$ cat config.mk
export PLATFORM = sky130hd
export DESIGN_NAME = uc_multiciclo
export DESIGN_NICKNAME = d
export VERILOG_FILES = /design/src/rtl/uc_multiciclo.sv
export SDC_FILE = /design/constraint.sdc
export NUM_CORES = 1
export LEC_CHECK = 0
export BUFFER_PORTS_ARGS = -buffer_cell sky130_fd_sc_hd__buf_2
export CAP_MARGIN = 5
export CORE_UTILIZATION = 40
export CTS_CLUSTER_DIAMETER = 200
export DETAILED_ROUTE_END_ITERATION = 16
export HOLD_SLACK_MARGIN = 0.06
export PLACE_DENSITY = 0.63
export SYNTH_ARGS = -nofsm -noshare
export SYNTH_HDL_FRONTEND = slang
export SYNTH_SLANG_ARGS = --single-unit
$ cat constraint.sdc
create_clock -name clk -period 2.9 [get_ports clk]
set_input_delay 0.29 -clock clk [delete_from_list [all_inputs] [get_ports clk]]
set_output_delay 0.29 -clock clk [all_outputs]
set_load 0.02 [all_outputs]
$ cat src/rtl/uc_multiciclo.sv
// -----------------------------------------------------------------------------
// uc_multiciclo
// Multicycle control unit for a 64-bit RV64I-subset datapath (R-type ALU ops,
// ld, sd, beq). It walks each instruction through fetch, decode, execute,
// memory and write-back states. Along the way it drives the datapath enables
// and mux selects, and it waits on instruction/data memory ready handshakes.
// Each wait is bounded by a timeout.
//
// Ports
//   clk          rising-edge clock
//   rst          synchronous reset, active high
//   opcode       instruction[6:0] from the instruction register
//   funct3       instruction[14:12]
//   funct7_5     instruction[30]
//   alu_flags    ALU flags, bit0 = zero (beq taken when set)
//   i_mem_ready  instruction word valid this cycle
//   d_mem_ready  data memory access completes this cycle
//   ir_we        load instruction register
//   pc_we        update PC
//   pc_src       0: PC+4, 1: PC+imm
//   rf_we        register file write enable
//   rf_src       0: ALU result, 1: data memory
//   alu_src      0: register, 1: immediate
//   alu_cmd      0000 and, 0001 or, 0010 add, 0110 sub
//   d_mem_we     data memory write request
//   d_mem_re     data memory read request
//   error        sticky fault (illegal encoding or memory timeout)
//   instret      retired instruction count, wraps modulo 2^CNT_WIDTH
// -----------------------------------------------------------------------------
module uc_multiciclo #(
   parameter int CNT_WIDTH = 32,
   parameter int TIMEOUT   = 15
) (
   input  logic                 clk,
   input  logic                 rst,
   input  logic [6:0]           opcode,
   input  logic [2:0]           funct3,
   input  logic                 funct7_5,
   input  logic [3:0]           alu_flags,
   input  logic                 i_mem_ready,
   input  logic                 d_mem_ready,
   output logic                 ir_we,
   output logic                 pc_we,
   output logic                 pc_src,
   output logic                 rf_we,
   output logic                 rf_src,
   output logic                 alu_src,
   output logic [3:0]           alu_cmd,
   output logic                 d_mem_we,
   output logic                 d_mem_re,
   output logic                 error,
   output logic [CNT_WIDTH-1:0] instret
);

   localparam int WAIT_W = $clog2(TIMEOUT + 1);

   localparam logic [6:0] OP_R   = 7'b0110011;
   localparam logic [6:0] OP_LD  = 7'b0000011;
   localparam logic [6:0] OP_SD  = 7'b0100011;
   localparam logic [6:0] OP_BEQ = 7'b1100011;

   localparam logic [3:0] ALU_AND = 4'b0000;
   localparam logic [3:0] ALU_OR  = 4'b0001;
   localparam logic [3:0] ALU_ADD = 4'b0010;
   localparam logic [3:0] ALU_SUB = 4'b0110;

   typedef enum logic [3:0] {
      S_FETCH,
      S_DECODE,
      S_EXEC_R,
      S_WB_ALU,
      S_ADDR,
      S_MEM_RD,
      S_WB_MEM,
      S_MEM_WR,
      S_BRANCH,
      S_ERROR
   } state_t;

   state_t                state_q, state_d;
   logic [WAIT_W-1:0]     wait_cnt_q, wait_cnt_d;
   logic [3:0]            alu_cmd_q, alu_cmd_d;
   logic [CNT_WIDTH-1:0]  instret_q, instret_d;

   logic [WAIT_W-1:0]     wait_cnt_inc;
   logic                  wait_expired;
   logic [3:0]            r_cmd;
   logic                  r_legal;
   logic                  retire;

   // Only the zero flag steers branches; the other flags are not needed here.
   logic                  unused_flags;
   assign unused_flags = ^alu_flags[3:1];

   // A wait times out when this cycle would be the TIMEOUT-th one without ready.
   assign wait_cnt_inc = wait_cnt_q + WAIT_W'(1);
   assign wait_expired = (wait_cnt_inc == WAIT_W'(TIMEOUT));

   // R-type funct decode: only add, sub, and, or are implemented.
   always_comb begin
      r_cmd   = ALU_AND;
      r_legal = 1'b1;
      case ({funct7_5, funct3})
         4'b0_000: r_cmd = ALU_ADD;
         4'b1_000: r_cmd = ALU_SUB;
         4'b0_111: r_cmd = ALU_AND;
         4'b0_110: r_cmd = ALU_OR;
         default:  r_legal = 1'b0;
      endcase
   end

   // Next-state and output decode.
   // NOTE: every signal gets a default at the top so that no path through the
   // case leaves it unassigned, which would otherwise infer a latch.
   always_comb begin
      state_d    = state_q;
      wait_cnt_d = '0;              // leaving or entering any state clears it
      alu_cmd_d  = alu_cmd_q;
      retire     = 1'b0;
      ir_we      = 1'b0;
      pc_we      = 1'b0;
      pc_src     = 1'b0;
      rf_we      = 1'b0;
      rf_src     = 1'b0;
      alu_src    = 1'b0;
      alu_cmd    = ALU_AND;
      d_mem_we   = 1'b0;
      d_mem_re   = 1'b0;
      error      = 1'b0;

      case (state_q)
         S_FETCH: begin
            ir_we = i_mem_ready;
            if (i_mem_ready)       state_d = S_DECODE;
            else if (wait_expired) state_d = S_ERROR;
            else                   wait_cnt_d = wait_cnt_inc;
         end

         S_DECODE: begin
            case (opcode)
               OP_R:         state_d = S_EXEC_R;
               OP_LD, OP_SD: state_d = S_ADDR;
               OP_BEQ:       state_d = S_BRANCH;
               default:      state_d = S_ERROR;
            endcase
         end

         S_EXEC_R: begin
            alu_cmd = r_cmd;
            if (r_legal) begin
               alu_cmd_d = r_cmd;   // held for the write-back cycle
               state_d   = S_WB_ALU;
            end else begin
               state_d   = S_ERROR;
            end
         end

         S_WB_ALU: begin
            alu_cmd = alu_cmd_q;
            rf_we   = 1'b1;
            pc_we   = 1'b1;
            retire  = 1'b1;
            state_d = S_FETCH;
         end

         S_ADDR: begin
            alu_cmd = ALU_ADD;
            alu_src = 1'b1;
            // The IR is only reloaded in FETCH, so opcode is still ld or sd here.
            state_d = (opcode == OP_LD) ? S_MEM_RD : S_MEM_WR;
         end

         S_MEM_RD: begin
            alu_cmd  = ALU_ADD;
            alu_src  = 1'b1;
            d_mem_re = 1'b1;
            if (d_mem_ready)       state_d = S_WB_MEM;
            else if (wait_expired) state_d = S_ERROR;
            else                   wait_cnt_d = wait_cnt_inc;
         end

         S_WB_MEM: begin
            rf_we   = 1'b1;
            rf_src  = 1'b1;
            pc_we   = 1'b1;
            retire  = 1'b1;
            state_d = S_FETCH;
         end

         S_MEM_WR: begin
            alu_cmd  = ALU_ADD;
            alu_src  = 1'b1;
            d_mem_we = 1'b1;
            if (d_mem_ready) begin
               pc_we   = 1'b1;
               retire  = 1'b1;
               state_d = S_FETCH;
            end else if (wait_expired) begin
               state_d = S_ERROR;
            end else begin
               wait_cnt_d = wait_cnt_inc;
            end
         end

         S_BRANCH: begin
            alu_cmd = ALU_SUB;
            pc_we   = 1'b1;
            pc_src  = alu_flags[0];
            retire  = 1'b1;
            state_d = S_FETCH;
         end

         S_ERROR: begin
            error = 1'b1;           // absorbing until reset
         end

         default: begin
            state_d = S_ERROR;
         end
      endcase

      instret_d = retire ? instret_q + CNT_WIDTH'(1) : instret_q;

      // While reset is sampled, nothing may reach the datapath.
      if (rst) begin
         ir_we    = 1'b0;
         pc_we    = 1'b0;
         pc_src   = 1'b0;
         rf_we    = 1'b0;
         rf_src   = 1'b0;
         alu_src  = 1'b0;
         alu_cmd  = ALU_AND;
         d_mem_we = 1'b0;
         d_mem_re = 1'b0;
         error    = 1'b0;
      end
   end

   // NOTE: sequential state uses non-blocking assignments so every flop samples
   // the values from before this edge, independent of statement order.
   always_ff @(posedge clk) begin
      if (rst) begin
         state_q    <= S_FETCH;
         wait_cnt_q <= '0;
         alu_cmd_q  <= ALU_AND;
         instret_q  <= '0;
      end else begin
         state_q    <= state_d;
         wait_cnt_q <= wait_cnt_d;
         alu_cmd_q  <= alu_cmd_d;
         instret_q  <= instret_d;
      end
   end

   assign instret = instret_q;

endmodule
==> flow_summary.ini <==
[run_status]
outcome = finished, final reports clean

[routing]
finalWirelength_mm = 5.65
drt_iter0_markers = 116
dr.pass1.iters = 4
avgViaCountPerCell = 5.55
drc = 0
final_antenna_net_count = 0
wl_per_cell_um = 12.7
num_vias = 2466

[worst_setup_path]
startpoint_type = flop
worstPathCellList = or4b_2 -> or2_2 -> nor2_1 -> a41oi_1 -> nor2_1 -> buf_2
end_kind = output port
worst_ep_arrival_time_ns = 2.40
cp_max_fo = 14
cp.required_ns = 2.61
max_stage_delay_ns = 0.69
crit_slowest_cell = or4b_2
crit_buf_inv = 1
crit_family = simple AND/OR/NAND/NOR gates
critPathKind = flop to output port
cpMostUsedCell = nor2_1

[sta]
layout_min_cycle_time_ns = 2.69
drv_slew = 0
layout_setup_ws_ns = 0.207
finalCritPeriodShare_pct = 92.9
report.final.hold_viol_count = 0
setup_tns_ns = 0
slew_headroom_pct = 63.5
rsz0062_at_grt = no
tightest_slew_ns = 0.534
setup_viol = 0
finClkSkew_ns = 0.00289
fmax_mhz = 371

[layout]
post-route-util_pct = 49.0
nets = 390
stdcell_count = 444
drive_gt1_share_pct = 22.5
syn_to_final_growth_pct = 19.0
n_antenna_cell = 0

[synthesis]
yosysMostFrequentCell = dfxtp_1
synth_largest_area_cell = dfxtp_1
ys_types = 52
synth_flop_cell = dfxtp_1
synth_top_area_share_pct = 35.3
syn_nets = 334
synth-seq-cells = 43
synth_cells = 312
yosysWarnings = 0
synth.avg_cell_area_um2 = 7.82
synth.area.top_cells = dfxtp_1 (35%), xnor2_1 (7.5%), a21oi_1 (5.5%), nor2_1 (5.5%), nand2_1 (4.2%)
synth-async-reset-ratio_pct = 0
synth_area_um2 = 2440
ys_seq_area_share_pct = 35.3
synth_edf_count = 0
synth_common_cells = dfxtp_1 (43), nor2_1 (36), a21oi_1 (27), nand2_1 (27), xnor2_1 (21)

[clock_network]
cts_tree = yes
cts_hold_buf = 0
ctsResizeCount = 0
cts_buffer_depth = 2
cts_buffers = 5
clock-root-buffer = clkbuf_8
clk_latency_ns = 0.29
cts.sinks = 43
cts_max_level = 2
path_clk_slew_ns = 0.08
cts_setup_buffers = 0

[place]
routabilityCongestion = 0.833
dp_worst_setup_slack_ns = 0.458
dp_hpwl_mm = 4.13
dpl.cell_count = 436
io_buffer_count = 59

[power]
pwr-share-seq_pct = 55.0
peakVddDrop_v = 0.000228
switching_power_mw = 0.291
pwr_density_cell_nw_per_um2 = 380
intPower_mw = 0.813
power.share.switching_pct = 26.3
p_leak_nw = 1.07
p_clk_share_pct = 33.4
power_frac_comb_pct = 11.6
total_power_mw = 1.10

[global_route]
grt_overflow = 0
grt_pass1_wl_mm = 9.72
first_global_vias = 2210
grt_usage_pct = 18.8
antenna_found_initial = 0
grt_max_degree = 38

[die]
core_region_area_um2 = 5920
die_h_um = 80.1
pin_count = 64
start_util_pct = 41.2
die-area_um2 = 6420
die_w_um = 80.1
rows = 28

[worst_hold_path]
hold_path_class = input pin to flop

[run]
cap_violations = 0
==> stage by stage <==
step	hold WS, ns	area [µm²]
after floorplan	0.437	2440
after global placement	0.448	2820
after detailed placement	0.452	2820
after CTS	0.278	2900
after global routing	0.308	2900
final	0.293	2900
==> power groups by stage <==
| stage | registers, mW | logic, mW | clock network (mW) |
|---|---|---|---|
| 3_5_place_dp | 0.621 | 0.127 | 0 |
| 5_1_grt | 0.609 | 0.142 | 0.409 |
| 3_3_place_gp | 0.621 | 0.126 | 0 |
| 6_report | 0.608 | 0.128 | 0.368 |
| 4_1_cts | 0.608 | 0.127 | 0.384 |
| 2_1_floorplan | 0.620 | 0.0894 | 0 |
==> routing by layer <==
| metal | wire, µm | vias up | GRT usage [%] |
|---|---|---|---|
| met2 | 2590 | 69 | 30.3 |
| met4 | 66 | 0 | 6.43 |
| met5 | 0 | - | 0 |
| met1 | 2710 | 1144 | 24.5 |
| li1 | - | 1247 | - |
| met3 | 281 | 6 | 4.20 |
==> cell usage in the layout, fill, tap and decap left out, drive strengths merged, types with 2 or more instances in the layout <==
cell and count:
buf 68, o21a 3, and3 4, dfxtp 43, o31ai 3, a31oi 4
clkbuf 6, nand2 27, ha 3, a21oi 27, xnor2 21, and4 2
or2 2, nand3 14, nand3b 3, nand4b 3, o31a 2, xor2 3
o21ai 12, nor2b 2, nand4 5, nand2b 5, nor4 3, a2111oi 12
a2111o 2, a211oi 5, inv 11, nor2 36, nor3 7, or4b 3
or3 13
==> layout make-up <==
class                   instances  area, µm²
inverters                      11       41.3
clock inverters                 2       12.5
clock buffers                   6       72.6
well taps                      75       93.8
multi-input cells             239       1460
fillers                       587       3020
flip-flops and latches         43        861
repair buffers                 68        363
==> sequential cells by signal, summed over array words and instances (netlist names) <==
| name | flops |
|---|---|
| instret | 32 |
| state_q | 4 |
| alu_cmd_q | 3 |
| wait_cnt_q | 4 |
==> logic make-up (layout without fill, tap and decap cells) <==
group / Yosys count / after routing / share of synthesized area, %
XOR/XNOR: 24 / 24 / 8.61
flip-flops: 43 / 43 / 35.3
buffers and inverters: 30 / 87 / 4.92
other: 1 / 1 / 0.154
adder cells (fa/ha/maj): 4 / 4 / 1.95
AND/OR/NAND/NOR: 133 / 133 / 28.4
AO/OA/AOI/OAI: 77 / 77 / 20.7
==> worst paths after layout <==
check,startpoint,end,slack [ns],cells after the start
setup / recovery,state_q[1],alu_cmd[0],0.21,6
hold / removal,funct7_5,alu_cmd_q[2],0.29,3
setup reg to reg,state_q[1],instret[27],0.44,5
hold reg to reg,alu_cmd_q[2],alu_cmd_q[2],0.46,2
==> worst register-to-register path: cells and delay by family, from the launching register on <==
kind,cells,cell delay [ns]
compound gates,3,0.94
flops,1,0.45
simple gates,2,1.01
No activity file was read; power rests on OpenSTA's default activity.
